[src/rtl/async_fifo_pkg.sv]
// Shared Gray/binary helpers for the async FIFO pointer blocks (read and write side).
// The functions work on 32-bit vectors; callers zero-extend narrower pointers and
// truncate the result, which is exact for both conversions.
package async_fifo_pkg;

   localparam int GRAY_MAX_W = 32;

   // Binary to reflected Gray code.
   function automatic logic [GRAY_MAX_W-1:0] bin2gray(input logic [GRAY_MAX_W-1:0] b);
      return b ^ (b >> 1);
   endfunction

   // Reflected Gray code to binary: each bit is the XOR of itself and all higher Gray bits.
   function automatic logic [GRAY_MAX_W-1:0] gray2bin(input logic [GRAY_MAX_W-1:0] g);
      logic [GRAY_MAX_W-1:0] b;
      b[GRAY_MAX_W-1] = g[GRAY_MAX_W-1];
      for (int i = GRAY_MAX_W-2; i >= 0; i--) begin
         b[i] = b[i+1] ^ g[i];
      end
      return b;
   endfunction

endpackage

[src/rtl/rptr_level_gray2bin.sv]
// Combinational Gray-to-binary decoder of parametrised width (XOR prefix from the MSB down).
module rptr_level_gray2bin #(
   parameter int W = 5
) (
   input  logic [W-1:0] gray_i,
   output logic [W-1:0] bin_o
);

   // Binary bit i is the parity of Gray bits W-1 down to i.
   for (genvar i = 0; i < W; i++) begin : g_bit
      assign bin_o[i] = ^gray_i[W-1:i];
   end

endmodule

[src/rtl/rptr_level.sv]
// Read-domain pointer and status block of the async FIFO: binary/Gray read pointer,
// empty and almost-empty flags, fill level, read-accept strobe and sticky underflow.
// rq2_wptr is already synchronised into rclk; there is no CDC logic in here.
module rptr_level
   import async_fifo_pkg::*;
#(
   parameter int ADDRSIZE = 4
) (
   input  logic                rclk,
   input  logic                rrst,
   input  logic                rinc,
   input  logic [ADDRSIZE:0]   rq2_wptr,
   input  logic [ADDRSIZE:0]   arempty_thresh,
   input  logic                rerr_clr,
   output logic [ADDRSIZE-1:0] raddr,
   output logic [ADDRSIZE:0]   rptr,
   output logic                rempty,
   output logic                arempty,
   output logic [ADDRSIZE:0]   rlevel,
   output logic                rack,
   output logic                runderflow
);

   localparam int PW = ADDRSIZE + 1;

   logic [PW-1:0] rbin_q,    rbin_d;
   logic [PW-1:0] rptr_q,    rptr_d;
   logic [PW-1:0] rlevel_q,  rlevel_d;
   logic          rempty_q,  rempty_d;
   logic          arempty_q, arempty_d;
   logic          rack_q,    rack_d;
   logic          ruflow_q,  ruflow_d;

   logic [PW-1:0] wbin;
   logic          racc;

   rptr_level_gray2bin #(.W(PW)) u_wptr_dec (
      .gray_i (rq2_wptr),
      .bin_o  (wbin)
   );

   // Next pointer, level and flag values; the level is computed against the post-read pointer.
   always_comb begin
      racc      = rinc & ~rempty_q;
      rbin_d    = rbin_q + {{(PW-1){1'b0}}, racc};
      rptr_d    = PW'(bin2gray(32'(rbin_d)));
      rlevel_d  = wbin - rbin_d;
      // Gray equality including the wrap bit; identical to rlevel_d == 0.
      rempty_d  = (rptr_d == rq2_wptr);
      arempty_d = (rlevel_d <= arempty_thresh);
      rack_d    = racc;
      // A read against an empty FIFO wins over a simultaneous clear.
      if (rinc & rempty_q) begin
         ruflow_d = 1'b1;
      end else if (rerr_clr) begin
         ruflow_d = 1'b0;
      end else begin
         ruflow_d = ruflow_q;
      end
   end

   // Single register stage for all pointer and status state, synchronous reset.
   always_ff @(posedge rclk) begin
      if (rrst) begin
         rbin_q    <= '0;
         rptr_q    <= '0;
         rlevel_q  <= '0;
         rempty_q  <= 1'b1;
         arempty_q <= 1'b1;
         rack_q    <= 1'b0;
         ruflow_q  <= 1'b0;
      end else begin
         rbin_q    <= rbin_d;
         rptr_q    <= rptr_d;
         rlevel_q  <= rlevel_d;
         rempty_q  <= rempty_d;
         arempty_q <= arempty_d;
         rack_q    <= rack_d;
         ruflow_q  <= ruflow_d;
      end
   end

   assign raddr      = rbin_q[ADDRSIZE-1:0];
   assign rptr       = rptr_q;
   assign rempty     = rempty_q;
   assign arempty    = arempty_q;
   assign rlevel     = rlevel_q;
   assign rack       = rack_q;
   assign runderflow = ruflow_q;

endmodule

[config.mk]
export PLATFORM = sky130hd
export DESIGN_NAME = rptr_level
export DESIGN_NICKNAME = d
export VERILOG_FILES = /design/src/rtl/async_fifo_pkg.sv /design/src/rtl/rptr_level_gray2bin.sv /design/src/rtl/rptr_level.sv
export SDC_FILE = /design/constraint.sdc
export NUM_CORES = 1
export LEC_CHECK = 0
export BUFFER_PORTS_ARGS = -buffer_cell sky130_fd_sc_hd__buf_4
export CAP_MARGIN = 20
export CORE_UTILIZATION = 50
export DETAILED_ROUTE_END_ITERATION = 10
export PLACE_DENSITY = 0.88
export RECOVER_POWER = 100
export SETUP_SLACK_MARGIN = 0.4
export SYNTH_ARGS = -nofsm -noshare
export SYNTH_HDL_FRONTEND = slang
export SYNTH_SLANG_ARGS = --single-unit
[constraint.sdc]
create_clock -name rclk -period 3.5 [get_ports rclk]
set_input_delay 0.175 -clock rclk [delete_from_list [all_inputs] [get_ports rclk]]
set_output_delay 0.175 -clock rclk [all_outputs]
set_load 0.005 [all_outputs]
==> results.md <==
* # diodes at 0
* Fmax at around 340 MHz
* Final Instance Area at between 1000 and 1500 sq um
* Main combinational cell family by area after synthesis: XOR/XNOR gates
* Post-DR wirelength/cell at approximately 12 um
* Most common cell in the netlist: dfxtp_1
* All-Layer GR Usage at between 10% and 20%
* Aggregate global routing overflow at 0
* Pin count of the biggest net entering global routing at 19
* Global-route wire length before repair at 2890 um
* Type of the worst setup path: register to register
* Root Buffer: clkbuf_4
* CTS Buffer Depth at 2
* Worst slew margin at about 64%
* Final Skew at a little under 0.01 ns
* Crit path DAT at roughly 3.1 ns
* RSZ-0062 raised after global routing: false
* YS warnings at 0
* # IOs at 32
* Final net count at around 160
* DRC viols at 0
* Vias in the first global route at ~700
* Synth Register Bits at 18
* Clock Latency Late Sink at 0.28 ns
* Number of synthesized flops with an enable pin at 0
* H-tree Lvls at 1
* Iter 0 DRT Violations at 14
* DR pass1 iterations at 4
* Met2 Use GR at about a third
* GR peak layer: met2
* Routing usage on met1 at a little over a fifth
* Yosys cell types at 26
* Synth cell count leaders: 18 x dfxtp_1, 11 x inv_1, 11 x nor2_1, 10 x ha_1, 10 x xnor2_1
* Critical Path Sink Type: register
* Vias at 769
* Die area at 2260 sq um
* CTS buffer count at 3
* Total power per unit cell area at around 400 nW/um^2
* CP Max Fanout at 3
* Initial antenna violation count at 0
* Site row count at 16
* Max Slew Vio Count at 0
* Gpl congestion at between 0.7 and 0.8
* CTS tree: done
* Routed WL at roughly 1900 um
* Synth-to-Final Area Change at 25.8%
* Hold Path Class: input port to register
* Synth Cell Area at around 1000 sq um
* Met3 Track Usage GR at roughly 2.3%
* Sink Count at 18
* Synthesized instance count at slightly above 100
* Top cell type's share of synthesized area at a little over a third
* Final hold vios at 0
* Ranking of synthesized cells by area: dfxtp_1 35%, ha_1 12%, xnor2_1 8.5%, xor2_2 6.3%, xor2_1 5.9%
* Port bufs at 31
* Mux cell area share after synthesis at 0.966%
* Sequential share of the synthesized area at between 30% and 40%
* Worst Tran Pin Value at roughly 0.53 ns
* Setup TNS at 0 ns
* Dpl hpwl at about 1500 um
* Layout cells sized above 1 at roughly a quarter
* Synth Area in XOR/XNOR at 22.9%
* Startpoint types: register
* Ys flop type: dfxtp_1
* Outcome: finished, final reports clean
* Average size of a mapped cell at around 10 sq um
* P_leak at 0.632 nW
* Data required, critical path at roughly 3.7 ns
* Crit path time final at a little under 3 ns
* Synth Area in Adders at between 10 and 15%
* Starting Density at a little over half
* Max Cap Viol at 0
* Setup violators final at 0
* Synthesized Nets at between 100 and 150
* Die X at about 48 um
* Synth async-reset ratio at 0%
* Clock transition at path regs at ~0.090 ns
* Routed vias/inst at between 4 and 5
* Die H at approximately 48 um
* Hold_buf cts at 0
* Yosys top cell by area: dfxtp_1
* Post-synthesis compound-gate area fraction at 7.13%
* Fin crit share at between 80% and 90%
* Antenna viol nets, final at 0
* Core outline area at 1960 sq um
* Dpl cell area at ~1300 sq um
* Simple-Gate Fraction of Synth Area at between 10% and 20%
* VDD IR max at between 0.2 and 0.3 mV
==> flip-flops by register name (all words and copies together), names as in the netlist <==
| register | cells |
|---|---|
| rack | 1 |
| rptr | 4 |
| rlevel | 5 |
| rbin_q | 5 |
| rempty | 1 |
| arempty | 1 |
| runderflow | 1 |
==> cell usage in the layout (no fill, tap or decap), drive strengths merged <==
cell type / synthesis / final
a21o: 2 / 2
a21oi: 3 / 3
a31oi: 1 / 1
a41o: 1 / 1
and2: 1 / 1
and3: 1 / 1
buf: 0 / 15
clkbuf: 2 / 21
dfxtp: 18 / 18
fa: 1 / 1
ha: 10 / 10
inv: 11 / 11
mux2i: 1 / 1
nand2: 1 / 1
nand2b: 2 / 2
nand3: 1 / 1
nand4: 1 / 1
nor2: 11 / 11
nor2b: 7 / 7
o21a: 3 / 3
o21ai: 1 / 1
or2b: 1 / 1
xnor2: 10 / 10
xor2: 11 / 11
xor3: 1 / 1
==> metal layers <==
layer  up-vias  routed length [um]  share of wire [%]
met3         2                  59                3.1
met5         -                   0                  0
met4         0                  21                1.1
met1       354                 855                 45
li1        394                   -                  -
met2        19                 959                 51
==> area by class of cell <==
class	instances	area, sq um
timing repair buffer	33	233
fill	163	658
tap	27	33.8
sequential	18	360
clock buffer	3	22.5
multi-input combinational	71	613
inverter	11	41.3
==> report_power, final <==
part / leakage (nW) / switching, mW / internal (mW)
clock network: 0.0138 / 0.0603 / 0.0398
registers: 0.148 / 0.00804 / 0.224
logic: 0.471 / 0.0811 / 0.0967
==> metrics by stage <==
| stage | utilization, % | instances | setup slack (ns) | power (mW) | hold WS (ns) |
|---|---|---|---|---|---|
| after detailed placement | 66.0 | 158 | 0.487 | 0.417 | 0.471 |
| final | 66.5 | 163 | 0.523 | 0.510 | 0.168 |
| after global routing | 66.5 | 163 | 0.252 | 0.548 | 0.192 |
| after CTS | 67.2 | 161 | 0.526 | 0.515 | 0.174 |
| after global placement | 66.0 | 158 | 0.551 | 0.409 | 0.440 |
| after floorplan | - | 102 | 0.747 | 0.351 | 0.324 |
==> cells by family (layout without fill, tap and decap cells) <==
family	after synthesis	count (layout)
simple gates	26	26
mux	1	1
flops	18	18
fa+ha+maj	11	11
compound gates	11	11
xor+xnor	22	22
buf+inv	13	47
==> worst max-delay path, stage by stage, from the launching register on <==
cell and delay, ns:
dfxtp_1 0.33, nor2b_1 0.22, and2_0 0.22, ha_2 0.26, xor2_4 0.20, inv_1 0.11
ha_1 0.34, a21o_1 0.16, a21oi_1 0.17, xnor2_1 0.16, ha_1 0.27, and3_1 0.17
a31oi_1 0.15, o21ai_0 0.10
==> repair_timing <==
item / 4_1_cts / 5_1_grt
resized for setup: 0 / 3
setup endpoints to repair: 0 / 1
buffers inserted: 0 / 2
==> final timing paths <==
path / startpoint / to / slack [ns] / depth (start not counted)
min: rinc / runderflow / 0.17 / 3
max: rempty / arempty / 0.52 / 13
max reg2reg: rempty / arempty / 0.52 / 13
min reg2reg: rempty / runderflow / 0.49 / 2
Power figures use the tool's default switching activity.
